## src/rtl/wb_arbiter.sv

```systemverilog
// Writeback arbiter: merges ALU and LSU writeback requests round-robin and
// drives the register-file demux select/enable and write data from registers.
module wb_arbiter #(
  parameter  int NUM_REGS   = 32,
  parameter  int DATA_WIDTH = 32,
  localparam int IDX_W      = $clog2(NUM_REGS)
) (
  input  logic                  i_clk,
  input  logic                  i_rst,
  input  logic                  i_alu_valid,
  input  logic [IDX_W-1:0]      i_alu_rd,
  input  logic [DATA_WIDTH-1:0] i_alu_data,
  output logic                  o_alu_ready,
  input  logic                  i_lsu_valid,
  input  logic [IDX_W-1:0]      i_lsu_rd,
  input  logic [DATA_WIDTH-1:0] i_lsu_data,
  output logic                  o_lsu_ready,
  input  logic                  i_hold,
  output logic [IDX_W-1:0]      o_wb_select,
  output logic                  o_wb_enable,
  output logic [DATA_WIDTH-1:0] o_wb_data,
  output logic                  o_last_src
);

  typedef enum logic {
    SRC_ALU = 1'b0,
    SRC_LSU = 1'b1
  } src_t;

  src_t r_prio;

  logic                  r_wb_enable;
  logic [IDX_W-1:0]      r_wb_select;
  logic [DATA_WIDTH-1:0] r_wb_data;
  logic                  r_last_src;

  logic w_grant_ok;
  logic w_alu_grant;
  logic w_lsu_grant;

  // A lone requester always wins; under contention the priority pointer decides.
  // Reset and hold both suppress every grant so no transfer can slip through.
  always_comb begin
    w_grant_ok  = !i_rst && !i_hold;
    w_alu_grant = w_grant_ok && i_alu_valid && (!i_lsu_valid || (r_prio == SRC_ALU));
    w_lsu_grant = w_grant_ok && i_lsu_valid && (!i_alu_valid || (r_prio == SRC_LSU));
  end

  assign o_alu_ready = w_alu_grant;
  assign o_lsu_ready = w_lsu_grant;

  // x0 writes are accepted and recorded but never strobed into the register file.
  always_ff @(posedge i_clk) begin
    if (i_rst) begin
      r_prio      <= SRC_ALU;
      r_wb_enable <= 1'b0;
      r_wb_select <= '0;
      r_wb_data   <= '0;
      r_last_src  <= 1'b0;
    end else begin
      r_wb_enable <= 1'b0;
      if (w_alu_grant) begin
        r_wb_enable <= (i_alu_rd != '0);
        r_wb_select <= i_alu_rd;
        r_wb_data   <= i_alu_data;
        r_last_src  <= 1'b0;
        r_prio      <= SRC_LSU;
      end else if (w_lsu_grant) begin
        r_wb_enable <= (i_lsu_rd != '0);
        r_wb_select <= i_lsu_rd;
        r_wb_data   <= i_lsu_data;
        r_last_src  <= 1'b1;
        r_prio      <= SRC_ALU;
      end
    end
  end

  assign o_wb_enable = r_wb_enable;
  assign o_wb_select = r_wb_select;
  assign o_wb_data   = r_wb_data;
  assign o_last_src  = r_last_src;

endmodule

```

## config.mk

```make
export PLATFORM = sky130hd
export DESIGN_NAME = wb_arbiter
export DESIGN_NICKNAME = d
export VERILOG_FILES = /design/src/rtl/wb_arbiter.sv
export SDC_FILE = /design/constraint.sdc
export NUM_CORES = 1
export LEC_CHECK = 0
export ABC_AREA = 1
export CORE_MARGIN = 2
export CORE_UTILIZATION = 60
export CTS_CLUSTER_SIZE = 25
export DETAILED_ROUTE_END_ITERATION = 8
export DONT_BUFFER_PORTS = 1
export GPL_ROUTABILITY_DRIVEN = 0
export PLACE_DENSITY = 0.82
export SLEW_MARGIN = 20
export SYNTH_ARGS = -nofsm -noshare
export SYNTH_HDL_FRONTEND = slang
export SYNTH_SLANG_ARGS = --single-unit
```

## constraint.sdc

```tcl
create_clock -name i_clk -period 1.8 [get_ports i_clk]
set_clock_uncertainty 0.05 [all_clocks]
set_input_delay 0.36 -clock i_clk [delete_from_list [all_inputs] [get_ports i_clk]]
set_output_delay 0.36 -clock i_clk [all_outputs]
set_load 0.005 [all_outputs]
```

==> flow_summary.toml <==
[outcome]
outcome = "finished, final reports clean"

[timing]
fraction_of_the_cycle_the_final_worst_path_needs = 0.926
finalSetupViolCount = 0
report.final.slew_viol_count = 0
layout_min_cycle_time_ns = 1.67
fin_tns_setup_ns = 0
hold_slack_ns = 0.0811
maxClockFrequency_ghz = 0.600
grt_setup_unrepaired = "no"
final_hold_viol_count = 0
max_transition_margin = 0.745
worst_slew_pin_slew_ns = 0.383

[clocking]
cts.clk_slew.worst_paths_ns = 0.07
maximum_buffer_depth_of_the_clock_tree = 2
cts_num_sinks = 40
number_of_levels_in_the_clock_h_tree = 2
clock-root-buffer = "sky130_fd_sc_hd__clkbuf_8"
clock_tree_from_tritoncts = "yes"
cts_post_setup_buffers_inserted = 0
numCtsBuffers = 5
worst_skew_pair.late_latency_ns = 0.29

[placement]
io_buffers = 0
place.detailed.hpwl_mm = 3.49
place_inst = 411

[worst_setup_path]
worst_path_largest_cell_delay_ns = 0.34
endpoint_kind = "primary output"
worstSetupEndpoint = "o_alu_ready"
critical_path.slowest_cell = "sky130_fd_sc_hd__dfxtp_1"
worst_r2r_startpoint = "r_prio"
worstPathRequired_ns = 1.39
worst-r2r-setup-slack_ns = 0.46
cp_cell_sequence = "nand2_2 -> nand3_4 -> buf_6 -> inv_1"
number_of_buffers_and_inverters_on_the_critical_path = 2
timing.reg2reg.worst_path_depth = 7
worst_ep_arrival_time_ns = 1.26
startpoint_type_of_the_worst_setup_path = "register"
critical_path.max_fanout = 34
critical_path.top_delay_family = "buffers and inverters"
setup.worst_path.start = "r_prio"
critical_path.reg2reg.endpoint = "o_wb_data[1]"
total_number_of_cells_along_the_worst_setup_path = 4
timing.setup.critical_path_class = "reg2out"

[worst_hold_path]
holdCritPathClass = "in2reg"

[job]
max-cap-violations = 0

[detailed_routing]
vias = 2108
first_pass_iters = 4
drt-initial-drc-count = 100
wire_per_inst_um = 11.8
wirelength_mm = 4.94
drc = 0
number_of_vias_per_cell_after_detailed_routing = 5.03
ant_nets = 0

[yosys]
netlist_top_cells_area = "sky130_fd_sc_hd__dfxtp_1 34%, sky130_fd_sc_hd__nor2_1 18%, sky130_fd_sc_hd__nand2_1 17%"
synth-seq-cells = 40
synth-xor-area-share = 0
syn-mean-instance-area_um2 = 6.25
ys.warnings.count = 0
number_of_nets_produced_by_synthesis = 457
yosys.area.top_type = "sky130_fd_sc_hd__dfxtp_1"
dominant_combinational_cell_family_by_area_after_synthesis = "simple AND/OR/NAND/NOR gates"
post_synth_num_cell_types = 19
share_of_synthesized_cell_area_in_full_adder_half_adder_and_majority_cells = 0
mappedNetlistArea_um2 = 2360
synth_compound_gate_area_share = 0.00742
synth_simple_gate_area_frac = 0.515
synth_top_area_share = 0.339
number_of_instances_in_the_synthesized_netlist = 378
synth.yosys.seq_area_share = 0.339
multiplexer_share_of_the_synthesized_area = 0

[grt]
maximum_number_of_pins_on_one_net_before_global_route_repair = 68
groute.usage.overall = 0.228
first_pass_grt_wire_length_mm = 7.85
overflow = 0
grt_antenna_before_repair = 0
grt_pass1_vias = 1872

[floorplanning]
placementRows = 22
die_area_um2 = 4450
core_area_um2 = 3720
die_h_um = 66.7
die_width_um = 66.7
start_util = 0.635
i_o_pins = 120

[pwr]
internal_power_mw = 1.38
switching_share = 0.268
power.switching_mw = 0.506
power.density_cell_area_nw_per_um2 = 786
power_frac_comb = 0.153
power.static_leakage_nw = 1.33
p_clk_frac = 0.321
peakVddDrop_mv = 0.532
portion_of_total_power_attributed_to_sequential_cells = 0.527

[final_layout]
ant_diodes = 0
post_layout_nonfiller_instances = 419
most-common-layout-cells = "115 x sky130_fd_sc_hd__nor2_1, 110 x sky130_fd_sc_hd__nand2_1, 41 x sky130_fd_sc_hd__inv_1, 40 x sky130_fd_sc_hd__dfxtp_1, 33 x sky130_fd_sc_hd__nand3b_1"
mostFrequentLayoutCell = "sky130_fd_sc_hd__nor2_1"
design.final.nets = 449
post_route_cells_drive_above_1_share = 0.0458
area_growth_pct = 1.75
## synth_stat cells
master,instances
sky130_fd_sc_hd__nand2_2,1
sky130_fd_sc_hd__o21ai_1,1
sky130_fd_sc_hd__nand3_1,4
sky130_fd_sc_hd__nand3_4,2
sky130_fd_sc_hd__nor3_1,1
sky130_fd_sc_hd__dfxtp_1,40
sky130_fd_sc_hd__a211oi_1,1
sky130_fd_sc_hd__nand4_1,4
sky130_fd_sc_hd__buf_2,7
sky130_fd_sc_hd__clkbuf_1,3
sky130_fd_sc_hd__clkinv_1,1
sky130_fd_sc_hd__nand2_1,110
sky130_fd_sc_hd__nor2_1,115
sky130_fd_sc_hd__nor2_8,1
sky130_fd_sc_hd__o21ai_0,1
sky130_fd_sc_hd__nand3b_1,33
sky130_fd_sc_hd__nand2_4,1
sky130_fd_sc_hd__inv_1,41
sky130_fd_sc_hd__buf_6,11
## kinds of logic (layout without fill, tap and decap cells)
group,Yosys count,after routing
simple gates,272,272
buf+inv,63,56
flops,40,40
compound gates,3,3
## power groups by stage
| stage | sequential (mW) | clock (mW) | combinational (mW) |
|---|---|---|---|
| final | 0.994 | 0.606 | 0.288 |
| after global routing | 1.00 | 0.657 | 0.336 |
| after CTS | 0.995 | 0.615 | 0.290 |
| after detailed placement | 1.02 | 0 | 0.288 |
| after global placement | 1.01 | 0 | 0.280 |
| after floorplan | 1.00 | 0 | 0.268 |
## state kept, by name, indices dropped and copies added, names as in the netlist
signal       cells
o_last_src       1
o_wb_data       32
o_wb_enable      1
o_wb_select      5
r_prio           1
## how the worst min path moves through the flow
| stage | cells past startpoint | from | end | slack [ns] |
|---|---|---|---|---|
| floorplan | 2 | r_prio | r_prio | 0.42 |
| global placement | 1 | i_rst | o_wb_select[3] | 0.39 |
| detailed placement | 1 | i_rst | o_wb_select[0] | 0.39 |
| CTS | 1 | i_rst | o_wb_select[2] | 0.08 |
| global route | 1 | i_rst | o_wb_select[1] | 0.08 |
| finish | 1 | i_rst | o_wb_select[2] | 0.08 |
## metal layers
metal,part of all wire,track usage
met4,0.013,0.0816
met5,0,0
met1,0.39,0.231
met3,0.10,0.0895
met2,0.49,0.420
## repair_timing
item | 4_1_cts | 5_1_grt
hold buffers | 0 | 0
endpoints found under the setup margin | 0 | 1
gates resized for setup | 0 | 1
## through the flow
stage | utilization | setup WS [ns] | instance area [um2] | power, mW
2_1_floorplan | - | 0.262 | 2360 | 1.27
3_3_place_gp | 0.621 | 0.344 | 2310 | 1.29
3_5_place_dp | 0.621 | 0.320 | 2310 | 1.30
4_1_cts | 0.645 | 0.0433 | 2400 | 1.90
5_1_grt | 0.646 | 0.0394 | 2400 | 1.99
6_report | 0.646 | 0.134 | 2400 | 1.89
## layout make-up
type | count | area (um2)
sequential | 40 | 801
multi-input combinational | 275 | 1230
timing repair buffer | 6 | 61.3
inverter | 42 | 158
tap | 48 | 60.1
clock buffer | 8 | 90.1
fill | 374 | 1310
No activity file was read; power rests on OpenSTA's default activity.
